## src/rtl/piso_tx_if.sv

```systemverilog
// Load/ready word handshake in, registered bit stream out for piso_tx.
// Latency: n/a (signal bundle only).
// Backpressure: master holds load until it samples ready high at a rising edge.
interface piso_tx_if #(
    parameter int WIDTH = 8
);
    logic [WIDTH-1:0] d;
    logic             load;
    logic             ready;
    logic             sout;
    logic             frame;
    logic             done;

    modport master (
        output d, load,
        input  ready, sout, frame, done
    );

    modport slave (
        input  d, load,
        output ready, sout, frame, done
    );
endinterface

```

## src/rtl/piso_tx.sv

```systemverilog
// Parallel-in serial-out transmitter; optional even parity bit via `PISO_PARITY_EN.
// Latency: first bit on sout one cycle after the accepting edge; frame lasts FRAME_LEN cycles.
// Backpressure: ready only when idle or on the last bit; load while busy is ignored.
module piso_tx #(
    parameter int WIDTH     = 8,
    parameter int LSB_FIRST = 1
) (
    input  logic      clk,
    input  logic      clr,
    piso_tx_if.slave  bus
);

`ifdef PISO_PARITY_EN
    localparam int PAR_EN = 1;
`else
    localparam int PAR_EN = 0;
`endif

    localparam int               FRAME_LEN = WIDTH + PAR_EN;
    localparam int               CNT_W     = $clog2(FRAME_LEN);
    localparam logic [CNT_W-1:0] LAST      = CNT_W'(FRAME_LEN - 1);

    typedef enum logic {
        IDLE,
        SHIFT
    } state_t;

    state_t           r_state;
    logic [WIDTH-1:0] r_shreg;
    logic [CNT_W-1:0] r_cnt;
    logic             r_par;
    logic             r_sout;
    logic             r_frame;
    logic             r_done;
    logic             r_ready;

    logic             w_accept;
    logic             w_stepping;
    logic [CNT_W-1:0] w_cnt_nxt;
    logic             w_first_bit;
    logic             w_next_bit;
    logic [WIDTH-1:0] w_shifted;
    logic             w_par_slot;

    // ready is only ever high in IDLE or on the last bit, so an accept always starts a frame
    assign w_accept    = bus.load && r_ready;
    assign w_stepping  = (r_state == SHIFT) && (r_cnt != LAST);
    assign w_cnt_nxt   = r_cnt + CNT_W'(1);
    assign w_first_bit = (LSB_FIRST != 0) ? bus.d[0] : bus.d[WIDTH-1];
    assign w_next_bit  = (LSB_FIRST != 0) ? r_shreg[1] : r_shreg[WIDTH-2];
    assign w_shifted   = (LSB_FIRST != 0) ? {1'b0, r_shreg[WIDTH-1:1]}
                                          : {r_shreg[WIDTH-2:0], 1'b0};
    assign w_par_slot  = (PAR_EN != 0) && (w_cnt_nxt == LAST);

    always_ff @(posedge clk) begin
        if (clr) begin
            r_state <= IDLE;
            r_shreg <= '0;
            r_cnt   <= '0;
            r_par   <= 1'b0;
            r_sout  <= 1'b0;
            r_frame <= 1'b0;
            r_done  <= 1'b0;
            r_ready <= 1'b1;
        end else if (w_accept) begin
            r_state <= SHIFT;
            r_shreg <= bus.d;
            r_cnt   <= '0;
            r_par   <= ^bus.d;
            r_sout  <= w_first_bit;
            r_frame <= 1'b1;
            r_done  <= (LAST == '0);
            r_ready <= (LAST == '0);
        end else if (w_stepping) begin
            r_state <= SHIFT;
            r_shreg <= w_shifted;
            r_cnt   <= w_cnt_nxt;
            r_sout  <= w_par_slot ? r_par : w_next_bit;
            r_frame <= 1'b1;
            r_done  <= (w_cnt_nxt == LAST);
            r_ready <= (w_cnt_nxt == LAST);
        end else begin
            r_state <= IDLE;
            r_shreg <= '0;
            r_cnt   <= '0;
            r_sout  <= 1'b0;
            r_frame <= 1'b0;
            r_done  <= 1'b0;
            r_ready <= 1'b1;
        end
    end

    assign bus.ready = r_ready;
    assign bus.sout  = r_sout;
    assign bus.frame = r_frame;
    assign bus.done  = r_done;

endmodule

```

## src/flat_wrapper.sv

```systemverilog
// flat-port wrapper written by rule: the top's interface ports become plain ports
module piso_tx_flat 
#(
    parameter int WIDTH     = 8,
    parameter int LSB_FIRST = 1
)
  (clk, clr, bus_d, bus_load, bus_ready, bus_sout, bus_frame, bus_done);
  piso_tx_if #(.WIDTH(WIDTH)) bus_i ();
  input  logic clk;
  input  logic clr;
  input wire logic [$bits(bus_i.d)-1:0] bus_d;
  input wire logic [$bits(bus_i.load)-1:0] bus_load;
  output wire logic [$bits(bus_i.ready)-1:0] bus_ready;
  output wire logic [$bits(bus_i.sout)-1:0] bus_sout;
  output wire logic [$bits(bus_i.frame)-1:0] bus_frame;
  output wire logic [$bits(bus_i.done)-1:0] bus_done;
  assign bus_i.d = bus_d;
  assign bus_i.load = bus_load;
  assign bus_ready = bus_i.ready;
  assign bus_sout = bus_i.sout;
  assign bus_frame = bus_i.frame;
  assign bus_done = bus_i.done;
  piso_tx #(.WIDTH(WIDTH), .LSB_FIRST(LSB_FIRST)) u_core (.clk(clk), .clr(clr), .bus(bus_i));
endmodule
```

## config.mk

```make
export PLATFORM = sky130hd
export DESIGN_NAME = piso_tx_flat
export DESIGN_NICKNAME = d
export VERILOG_FILES = /design/src/rtl/piso_tx_if.sv /design/src/rtl/piso_tx.sv /design/src/flat_wrapper.sv
export SDC_FILE = /design/constraint.sdc
export NUM_CORES = 1
export LEC_CHECK = 0
export CAP_MARGIN = 5
export CORE_MARGIN = 10
export CORE_UTILIZATION = 38
export DETAILED_ROUTE_END_ITERATION = 8
export PLACE_DENSITY_LB_ADDON = 0.08
export SYNTH_ARGS = -nofsm -noshare
export SYNTH_HDL_FRONTEND = slang
export SYNTH_SLANG_ARGS = --single-unit
```

## constraint.sdc

```tcl
create_clock -name clk -period 1.27 [get_ports clk]
set_input_delay 0.254 -clock clk [delete_from_list [all_inputs] [get_ports clk]]
set_output_delay 0.254 -clock clk [all_outputs]
set_load 0.005 [all_outputs]
```

==> results of run 1 <==
worst paths after layout:
path,to,cells after the start,slack (ps),startpoint
worst min register to register,u_core.r_shreg[3],1,470,u_core.r_shreg[4]
worst max-delay path,u_core.bus.done,4,-0.9,u_core.r_cnt[0]
worst min-delay path,u_core.r_shreg[3],1,470,u_core.r_shreg[4]
worst max register to register,u_core.bus.done,4,-0.9,u_core.r_cnt[0]
power by group through the flow:
| stage | Clock, mW | Sequential (mW) | Combinational [mW] |
|---|---|---|---|
| 2_1_floorplan | 0 | 0.481 | 0.0491 |
| 3_3_place_gp | 0 | 0.481 | 0.106 |
| 3_5_place_dp | 0 | 0.482 | 0.110 |
| 4_1_cts | 0.322 | 0.475 | 0.115 |
| 5_1_grt | 0.350 | 0.477 | 0.129 |
| 6_report | 0.310 | 0.474 | 0.120 |
registers in the layout, indices dropped and copies added (netlist names):
signal	cells
u_core.r_cnt	3
u_core.r_shreg	7
u_core.bus.sout	1
u_core.bus.ready	1
u_core.bus.done	1
u_core.r_state	1
per-layer routing:
metal  routed length (um)  track usage  vias to the layer above  part of all wire
met5                    0            0                        -                 0
met4                    0       0.0410                        0                 0
met3                   90       0.0387                        0             0.075
met2                  603        0.124                       13              0.50
met1                  502       0.0788                      174              0.42
li1                     -            -                      190                 -
logic make-up after synthesis:
| logic type | Yosys count | synth area share |
|---|---|---|
| AO/OA/AOI/OAI | 9 | 0.161 |
| adder cells (fa/ha/maj) | 3 | 0.0754 |
| buffers and inverters | 2 | 0.0301 |
| flip-flops | 14 | 0.563 |
| AND/OR/NAND/NOR | 11 | 0.171 |
final cells by class:
class	instances	area, um^2	area share
repair buffers	18	169	0.225
well taps	14	17.5	0.0233
multi-input cells	23	240	0.320
flip-flops and latches	14	284	0.378
clock buffers	4	36.3	0.0483
inverters	1	3.75	0.00500
cells in the final DEF, fill, tap and decap left out:
cell             count
a21oi_1              1
a32o_1               5
a32o_2               2
and2_1               2
and3_1               1
and3b_1              1
buf_4                3
buf_6                1
clkbuf_4             3
clkbuf_8             1
clkdlybuf4s50_1     10
dfxtp_1             11
dfxtp_2              3
dlygate4sd2_1        4
ha_1                 1
ha_4                 2
inv_1                1
nand2_1              2
nor3_2               3
nor3b_4              1
o21ai_0              1
or3b_4               1
cell usage after synthesis:
cell type and count:
and3_1 1, nor3b_4 1, inv_1 1, and3b_1 1, nor3_1 2, and2_1 2
a32o_1 7, nor3_2 1, o21ai_0 1, buf_6 1, nand2_1 2, ha_1 3
a21oi_1 1, or3b_4 1, dfxtp_1 14
metrics by stage:
stage	util	cell area, um^2	setup slack [ps]	hold slack (ps)
after floorplan	-	500	2.69	370
after global placement	0.559	654	-154	449
after detailed placement	0.559	654	-219	455
after CTS	0.630	738	-3.80	481
after global routing	0.641	751	-38.6	486
final	0.641	751	-0.888	474
timing repair:
item / CTS / global route
cloned: 1 / 0
gates resized for setup: 13 / 3
pin swaps: 4 / 4
buffers inserted: 1 / 1
endpoints found under the setup margin: 17 / 13
worst max-delay path: cells and delay by family, from the launching register on:
kind	cells	cell delay, ps
simple gates	2	540
fa+ha+maj	2	320
flops	1	340
==> run summary, run 1 <==
Sw power: 197 uW
Via count: 377
Placed cells: 67
CTS H-Tree Depth: 1
Sequential share of the synthesized area: 0.563
TritonCTS clock tree: yes
Initial Util: 0.425
Die X: 56.2 um
Post-synth top area share: 0.563
Routed wire length: 1.20 mm
Port Buffer Count: 14
Clk sinks: 14
Yosys warns: 0
Crit Path Category: flip-flop to flip-flop
DRC: 0
Sw frac: 0.218
DR vias/cell: 5.09
GR Overflow Total: 0
FP Rows: 12
Clock-pin slew on the worst setup and hold paths: 80 ps
Overall Global Routing Usage: 0.0770
Area growth, synth to finish: 50.8%
Number of DRC markers in iteration 0: 4
Final non-filler cell total: 74
Outcome: finished, violations left
HPWL after DPL: 797 um
Full die area: 3160 um^2
Setup ws final: -0.888 ps
Fmax: 0.787 GHz
CP Max Fanout: 4
Worst hold path class: flip-flop to flip-flop
CTS Root Cell: clkbuf_4
Slowest stage delay, CP: 430 ps
Syn_nets: 53
Placer congestion estimate: 0.731
Share of cells above drive strength 1: 0.333
Wire length of the first global-routing pass: 1.86 mm
CP max stage cell: or3b_4
Max-cap viol count: 0
I/O pin count: 15
CTS Buffer Depth: 2
Fin Setup TNS: -1.55 ps
CTS hold repair buffers: 0
Slew Limit Fails: 0
Vias in the first global route: 385
Largest net degree at the start of global routing: 10
Period minus WS final: 1270 ps
Synth top area cells: dfxtp_1, a32o_1, ha_1, nor3b_4, and2_1
Failing checks: setup timing
Most frequent CP cell: ha_4
Rel. slew slack: 0.768
Power Total: 904 uW
Power Internal: 707 uW
Comb power frac: 0.132
RSZ-0062 raised after global routing: true
WL per Instance: 16.2 um
Die Y: 56.2 um
Largest area contributor in the netlist: dfxtp_1
Initial antenna violation count: 0
TritonCTS Buffers: 3
Post-Syn Area: 498 um^2
FF+latch count, synth: 14
P_leak: 0.313 nW
Tightest Pin Transition: 349 ps
Antenna violation net count after detailed routing: 0
Final setup violation count: 2
Critical Path Start Type: flip-flop
Worst path cell trace: ha_4, ha_4, or3b_4, nor3_2
Hold Violations, Final: 0
Fillers: 88
Clock Power Share: 0.343
Cells after synthesis: 39
Syn Area/Cell: 12.8 um^2
Worst path required time: 1480 ps
Placeable Area: 1170 um^2
DR pass1 iterations: 4
Worst-skew pair later-pin latency: 270 ps
Final #Nets: 75
Sequential share of power: 0.524
Peak supply drop: 0.643 mV
Arrival @ worst endpoint: 1480 ps
Setup crit end kind: flip-flop
Antenna cell count: 0
Clock Skews: 2.69 ps
Post-synthesis cell type count: 15
Period utilization: 1.00
Pwr/cell area: 1200 nW/um^2
(Power assumes the default switching activity.)
==> run 2: changes to the inputs <==
- ABC_AREA: not set -> 1
- CORE_UTILIZATION: 38 -> 41
- CTS_CLUSTER_SIZE: not set -> 28
==> run summary, run 2 <==
Outcome: finished, final reports clean (was finished, violations left)
Post-synthesis cell type count: 15 (unchanged)
Placer congestion estimate: 0.712 (was 0.731)
Max reg flops: 7 (unchanged)
Peak supply drop: 0.581 mV (was 0.643 mV)
Crit Path Category: flip-flop to flip-flop (unchanged)
Syn_nets: 76 (was 53)
FFs w/ async S/R, synth: 0 (unchanged)
Main synth FF type: dfxtp_1 (unchanged)
Worst R2R Start: u_core.r_cnt[0] (unchanged)
Setup ws final: 64.0 ps (was -0.888 ps)
Power Total: 872 uW (was 904 uW)
Placeable Area: 1350 um^2 (was 1170 um^2)
Worst hold path class: flip-flop to flip-flop (unchanged)
Clk sinks: 14 (unchanged)
Full die area: 3450 um^2 (was 3160 um^2)
Area growth, synth to finish: 33.9% (was 50.8%)
Fin Setup TNS: 0 ps (was -1.55 ps)
Largest regs: u_core.r_shreg (7), u_core.r_cnt (3) (unchanged)
Post-synth top cells: dfxtp_1, nand3_1, nand4_1 (was dfxtp_1, a32o_1, ha_1)
Setup crit end kind: flip-flop (unchanged)
DR pass1 iterations: 4 (unchanged)
Period minus WS final: 1210 ps (was 1270 ps)
Yosys warns: 0 (unchanged)
Sequential share of the synthesized area: 0.455 (was 0.563)
Vias in the first global route: 488 (was 385)
R2r worst-path depth: 5 (was 4)
I/O pin count: 15 (unchanged)
Antenna cell count: 0 (unchanged)
FF+latch count, synth: 14 (unchanged)
Crit path to: u_core.bus.done (unchanged)
DR vias/cell: 5.08 (was 5.09)
Worst hold path startpoint: u_core.r_shreg[2] (was u_core.r_shreg[4])
Routed wire length: 1.33 mm (was 1.20 mm)
Period utilization: 0.950 (was 1.00)
GR Overflow Total: 0 (unchanged)
DP Worst Slack: -52.3 ps (was -219 ps)
DRC: 0 (unchanged)
Cells after synthesis: 62 (was 39)
CTS Buffer Depth: 2 (unchanged)
Share of cells above drive strength 1: 0.333 (unchanged)
Via count: 503 (was 377)
Overall Global Routing Usage: 0.0862 (was 0.0770)
Largest register by flop count: u_core.r_shreg (unchanged)
Die X: 58.8 um (was 56.2 um)
Reg2reg setup slack: 60 ps (was -0.9 ps)
Commonest non-fill, non-tap cells in the layout: dfxtp_1, clkdlybuf4s50_1, nand3_1, buf_4, nand4_1 (was dfxtp_1, clkdlybuf4s50_1, a32o_1, dlygate4sd2_1)
Syn Area/Cell: 9.93 um^2 (was 12.8 um^2)
Worst path cell trace: ha_1, ha_1, inv_2, nand2_1, nor3_2 (was ha_4, ha_4, or3b_4, nor3_2)
Post-synth top area share: 0.455 (was 0.563)
Initial Util: 0.456 (was 0.425)
Leading cell type in the layout, fill and taps excluded: dfxtp_1 (unchanged)
TritonCTS Buffers: 3 (unchanged)
Arrival @ worst endpoint: 1420 ps (was 1480 ps)
CP max stage cell: dfxtp_1 (was or3b_4)
Die Y: 58.8 um (was 56.2 um)
RSZ-0062 raised after global routing: true (unchanged)
Pwr/cell area: 1060 nW/um^2 (was 1200 nW/um^2)
Slew Limit Fails: 0 (unchanged)
Clock-pin slew on the worst setup and hold paths: 80 ps (about the same)
Clock Skews: 1.22 ps (was 2.69 ps)
Post-synth EDFFs: 0 (unchanged)
CTS Root Cell: clkbuf_4 (unchanged)
Fin util: 0.611 (was 0.641)
Largest area contributor in the netlist: dfxtp_1 (unchanged)
Number of DRC markers in iteration 0: 10 (was 4)
Final setup violation count: 0 (was 2)
Antenna violation net count after detailed routing: 0 (unchanged)
Rel. slew slack: 0.855 (was 0.768)
P_leak: 0.350 nW (was 0.313 nW)
Synth top area cells: dfxtp_1, o21ai_2, nand3_1, nand4_1, nor3_2 (was dfxtp_1, a32o_1, ha_1, nor3b_4, and2_1)
Count leader, synth: dfxtp_1 (unchanged)
TritonCTS clock tree: yes (unchanged)
Max-cap viol count: 0 (unchanged)
Largest net degree at the start of global routing: 12 (was 10)
Initial antenna violation count: 0 (unchanged)
Slowest stage delay, CP: 320 ps (was 430 ps)
Post-CTS Setup Bufs: 0 (was 1)
Worst Setup SP: u_core.r_cnt[0] (unchanged)
WL per Instance: 13.4 um (was 16.2 um)
Fmax: 0.829 GHz (was 0.787 GHz)
CTS H-Tree Depth: 1 (unchanged)
Final #Nets: 100 (was 75)
Worst path required time: 1480 ps (about the same)
Wire length of the first global-routing pass: 2.19 mm (was 1.86 mm)
Post-Syn Area: 616 um^2 (was 498 um^2)
HPWL after DPL: 985 um (was 797 um)
Critical Path Start Type: flip-flop (unchanged)
Most frequent CP cell: ha_1 (was ha_4)
Port Buffer Count: 14 (unchanged)
Worst-skew pair later-pin latency: 280 ps (was 270 ps)
Hold Violations, Final: 0 (unchanged)
Reg-to-reg critical path endpoint: u_core.bus.done (unchanged)
CP Max Fanout: 5 (was 4)
Tightest Pin Transition: 217 ps (was 349 ps)
FP Rows: 13 (was 12)
run 2: how the worst min path moves through the flow:
stage	endpoint	slack [ps]	cells after the start
after floorplan	u_core.r_shreg[7]	370	2
after global placement	u_core.r_shreg[1]	460	2
after detailed placement	u_core.r_shreg[1]	460	2
after CTS	u_core.r_shreg[1]	470	2
after global routing	u_core.r_shreg[3]	480	2
final	u_core.r_shreg[1]	470	2
run 2: final cells by class:
cell class                      instances  area (um^2)
Timing Repair Buffer                   23          203
Tap cell                               15         18.8
Inverter                                6         27.5
Sequential cell                        14          282
Clock buffer                            3         22.5
Multi-Input combinational cell         38          272
Fill cell                             129          526
run 2: where the power goes:
part	switching, mW	internal (mW)	total (mW)
clock network	0.140	0.110	0.250
registers	0.00877	0.462	0.471
logic	0.0776	0.0738	0.151
run 2: logic make-up (layout without fill, tap and decap cells):
family                     after synthesis  count (layout)  synth area share
AOI/OAI and AO/OA                        7               7            0.0935
adders and majority gates                3               3            0.0610
buffers and inverters                   10              32             0.108
DFF                                     14              14             0.455
and+or+nand+nor                         28              28             0.283
run 2: through the flow:
step,hold WS (ps),cell area (um^2),cells
floorplan,366,616,62
global placement,455,803,96
detailed placement,458,803,96
CTS,470,822,99
global route,480,825,99
finish,469,825,99
run 2: routing by layer:
layer / global-route usage / share of wire / vias up
met3: 0.0536 / 0.097 / 5
li1: - / - / 262
met1: 0.0963 / 0.47 / 221
met2: 0.113 / 0.40 / 15
met5: 0 / 0 / -
met4: 0.0689 / 0.035 / 0
run 2: critical path: cells and delay by family (launching register included):
kind | cells | cell delay [ps]
AND/OR/NAND/NOR | 2 | 340
buffers and inverters | 1 | 100
adder cells (fa/ha/maj) | 2 | 390
flip-flops | 1 | 320
run 2: what timing repair did:
| item | CTS | global route |
|---|---|---|
| pin swaps | 0 | 0 |
| hold endpoints to repair | 0 | 0 |
| hold buffers | 0 | 0 |
| resized for setup | 5 | 2 |
| endpoints found under the setup margin | 4 | 11 |
==> RTL edit 1: new RTL, flow settings as in run 1 <==
`WIDTH` is set to 8 in 3 places; all go to 16.
--- a/src/rtl/piso_tx_if.sv
+++ b/src/rtl/piso_tx_if.sv
@@ -4,3 +4,3 @@
 interface piso_tx_if #(
-    parameter int WIDTH = 8
+    parameter int WIDTH = 16
 );
--- a/src/rtl/piso_tx.sv
+++ b/src/rtl/piso_tx.sv
@@ -4,3 +4,3 @@
 module piso_tx #(
-    parameter int WIDTH     = 8,
+    parameter int WIDTH     = 16,
     parameter int LSB_FIRST = 1
--- a/src/flat_wrapper.sv
+++ b/src/flat_wrapper.sv
@@ -3,3 +3,3 @@
 #(
-    parameter int WIDTH     = 8,
+    parameter int WIDTH     = 16,
     parameter int LSB_FIRST = 1
Interface: changed (resized bus_d); port bits go from 15 to 23. No check against the original RTL was run, so the function may have changed too.
==> RTL edit 1 against run 1 <==
Non-clock buffer count up 18; final cell count up 100%; routed wire length increased by 75%; sequential cell count grew 9; area after synthesis increased by 92%; sequential share of layout area decreased by 3.8 points; largest cell class is now multi-input gates; die area grew 56%; clock skew increased by 0.0028 ns; count of clock-buffer cells in the layout down 1; power increased by 53%; setup slack better by 0.057 ns; final area up 84%.
==> RTL edit 1: results (changes against run 1) <==
Run status
  – Status: complete, no violations

Clock network
  – Clock transition at the registers of the reported paths: 0.13 ns (+0.05 ns)

Worst setup path
  – Reg2reg start: u_core.r_cnt[1]
  – Worst path slowest cell: dfxtp_4
  – Crit-path leading delay family: compound AO/OA/AOI/OAI gates
  – CP Max Fanout: 5 (+1)
  – Reg2reg setup slack: 0.06 ns (+0.06 ns)
  – WP data arrival: 1.42 ns (-0.06 ns)

Layout
  – Layout cells sized above 1: 37.2% (+3.9 points)
  – Non-filler cells in the finished layout: 151 (+100%)
  – Nets: 143 (+91%)

Placed design
  – DPL Wire Length: 1.62 mm (+100%)
  – Routability cong.: 0.806 (+10%)
  – Port Buf Inserts: 22 (+8)
  – Setup WS pre-CTS: -0.204 ns (+0.0155 ns)

Pwr
  – Worst IR Drop VDD: 0.000712 V (+11%)
  – Static leakage: 0.582 nW (+86%)

Drt
  – Starting DRC count in detailed routing: 17 (+13)
  – Vias/cell: 5.07 (-0.56%)

Logic synthesis
  – Sequential element share of the synthesized area: 48.1% (-8.2 points)
  – Adder-Cell Fraction of Synth Area: 2.61% (-4.9 points)
  – Compound-Gate Fraction of Synth Area: 20.9% (+4.8 points)
  – Post-Syn Instances: 88 (+130%)
  – Distinct cells, synth: 26 (+11)
  – Most frequent cells after synthesis: 23 x dfxtp_1, 15 x a31o_2, 15 x nor3b_1
  – Mapped Nets: 109 (+110%)
  – Xor and xnor area share after synthesis: 1.83% (+1.8 points)

Timing
  – Final clock skew: 0.00545 ns (+0.00276 ns)
## RTL edit 1: cell types whose count changed after synthesis, moves of 4 or more
cell,change
nor3b_1,+15
clkbuf_1,+4
a31o_2,+15
a32o_1,-7
dfxtp_1,+9
## RTL edit 1: where the power goes
group | internal, mW | switching [mW] | leakage [nW] | total, mW
combinational | 0.162 | 0.108 | 0.374 | 0.270
sequential | 0.763 | 0.0136 | 0.190 | 0.777
clock | 0.118 | 0.223 | 0.0177 | 0.341
## RTL edit 1: logic make-up (layout without fill, tap and decap cells)
group / Yosys count / count (layout)
simple gates: 29 / 29
flops: 23 / 23
compound gates: 22 / 22
buf+inv: 10 / 43
fa+ha+maj: 2 / 2
xor+xnor: 2 / 2
## RTL edit 1: cell type report
type                    count  area, um^2
clock buffers               3        22.5
well taps                  30        37.5
fillers                   226        1050
flip-flops and latches     23         469
multi-input cells          55         473
clock inverters             1        5.00
repair buffers             36         362
inverters                   3        11.3
## RTL edit 1: per-layer routing
layer | wire length [um] | vias to the layer above | GRT usage, %
met4 | 13 | 0 | 3.95
met1 | 1000 | 356 | 10.2
met2 | 982 | 15 | 13.2
met3 | 98 | 2 | 2.40
li1 | - | 392 | -
met5 | 0 | - | 0
## RTL edit 1: how the worst min path moves through the flow
stage	slack, ns	endpoint	startpoint	cells after the start
finish	0.47	u_core.r_shreg[9]	u_core.r_shreg[10]	1
CTS	0.47	u_core.r_shreg[11]	u_core.r_shreg[12]	1
global placement	0.44	u_core.r_shreg[5]	u_core.r_shreg[6]	1
detailed placement	0.44	u_core.r_shreg[9]	u_core.r_shreg[10]	1
global route	0.49	u_core.r_shreg[11]	u_core.r_shreg[12]	1
floorplan	0.38	u_core.r_shreg[15]	bus_d[15]	1
## RTL edit 1: per-stage QoR
step	power (mW)	instance area, um^2
final	1.39	1380
after global routing	1.46	1380
after CTS	1.40	1360
after detailed placement	1.06	1330
after global placement	1.06	1330
after floorplan	0.919	970
## RTL edit 1: repair_timing
item	4_1_cts	5_1_grt
pin swaps	0	3
gates resized for setup	7	8
endpoints found under the setup margin	4	2
setup buffers	1	0
==> RTL edit 2: new RTL, config.mk and constraints of run 1 <==
Without the edit above. Add a define of `PISO_PARITY_EN`.
--- a/src/rtl/piso_tx.sv
+++ b/src/rtl/piso_tx.sv
@@ -3,2 +3,4 @@
 // Backpressure: ready only when idle or on the last bit; load while busy is ignored.
+`define PISO_PARITY_EN
+
 module piso_tx #(
Behaviour: not the same (a bounded check fails within 10 cycles, from zero or initial values).
==> RTL edit 2 against run 1 <==
The flow still finishes with violations (setup timing); sequential cell count grew 2; sequential share of layout area shrank 7.0 points; utilization shrank 1.5 points; area after synthesis grew 36%; final area grew 43%; power grew 14%; routed wire length grew 35%; setup slack lost 0.10 ns; first-iteration DRC count grew to 2.8 times the old value.
==> RTL edit 2: results (changes against run 1) <==
Logic synthesis
  – Most frequent cells after synthesis: 16 x dfxtp_1, 8 x xnor2_1, 7 x nand3_1
  – Adder-Cell Fraction of Synth Area: 3.70% (-3.8 points)
  – Mux contribution to synthesized area: 2.22% (+2.2 points)
  – Compound-Gate Fraction of Synth Area: 12.6% (-3.5 points)
  – Distinct cells, synth: 22 (+7)
  – Syn Area/Cell: 9.40 um^2 (-26%)

Drt
  – Starting DRC count in detailed routing: 11 (+7)
  – WL/cell: 12.6 um (-22%)
  – WL met2: 791 um (+31%)
  – Metal3 WL: 55 um (-39%)
  – M1 wire length: 747 um (+49%)
  – Total wire length: 1.62 mm (+35%)
  – Top Layer Used: met4

GRT
  – Global Route Usage Sum: 7.82% (+0.12 points)
  – GRT met2 Usage: 12.1% (-0.39 points)
  – Vias in the first global route: 558 (+45%)
  – Grt met1 use: 9.62% (+1.7 points)
  – M3 GR Usage: 2.51% (-1.4 points)
  – First-pass GRT wire length: 2.52 mm (+36%)

Layout
  – Layout non-clock buf frac: 23.5% (+1.0 points)
  – Layout cells sized above 1: 37.9% (+4.5 points)
  – Non-CTS buffers: 29 (+11)
  – Largest registers: u_core.r_shreg: 7 flops, u_core.r_cnt: 4 flops
  – Fillers: 149 (+69%)
  – Inverters: 4 (+3)
  – Seq/total area: 30.9% (-7.0 points)

Timing
  – Fin worst setup slack: -0.104 ns (-0.103 ns)
  – Slew @ Worst Pin: 0.318 ns (-0.0305 ns)
  – Final setup viols: 8 (+6)
  – Final clock skew: 0.00713 ns (+0.00444 ns)

Clock network
  – Post-CTS Setup Bufs: 3 (+2)
  – Clk sinks: 16 (+2)
  – PostCTS Resize Cnt: 16 (+3)

Placed design
  – DPL Wire Length: 1.13 mm (+42%)
  – Setup WS pre-CTS: -0.278 ns (-0.0583 ns)
  – Placed cell count: 121 (+81%)

Pwr
  – Static leakage: 0.404 nW (+29%)
  – Worst IR Drop VDD: 0.000657 V (+2.3%)
  – Clk pwr: 0.276 mW (-11%)
  – Int Power: 0.770 mW (+8.8%)
  – Total power: 1.03 mW (+14%)

Floorplan
  – Core Footprint: 1710 um^2 (+46%)

Worst setup path
  – Crit-path leading delay family: flip-flops
  – CP Max Fanout: 6 (+2)
  – Worst path slowest cell: dfxtp_4
  – CP max stage delay: 0.40 ns (-0.03 ns)

Run status
  – Failing checks: setup timing
  – Status: finished with violations
## RTL edit 2: changes by cell type in the layout (fill, tap and decap cells not counted), moves of 3 or more
cell	delta
a32o_1	-4
buf_4	+11
nand2b_1	+6
nand3_2	+5
nor2_1	+4
nor3_2	-3
o21ai_1	+5
xnor2_1	+8
## RTL edit 2: path summary, 6_finish.rpt
path	startpoint	to	slack, ns	cells past startpoint
worst max-delay path	u_core.r_cnt[0]	u_core.bus.sout	-0.10	5
worst min-delay path	u_core.r_shreg[2]	u_core.r_shreg[1]	0.45	2
worst max register to register	u_core.r_cnt[0]	u_core.bus.sout	-0.10	5
worst min register to register	u_core.r_shreg[2]	u_core.r_shreg[1]	0.45	2
## RTL edit 2: worst register-to-register path: cells and delay by family (launching register included)
family	cells	cell delay, ns
flip-flops	1	0.40
multiplexers	1	0.30
AND/OR/NAND/NOR	1	0.04
AO/OA/AOI/OAI	2	0.39
adder cells (fa/ha/maj)	1	0.14
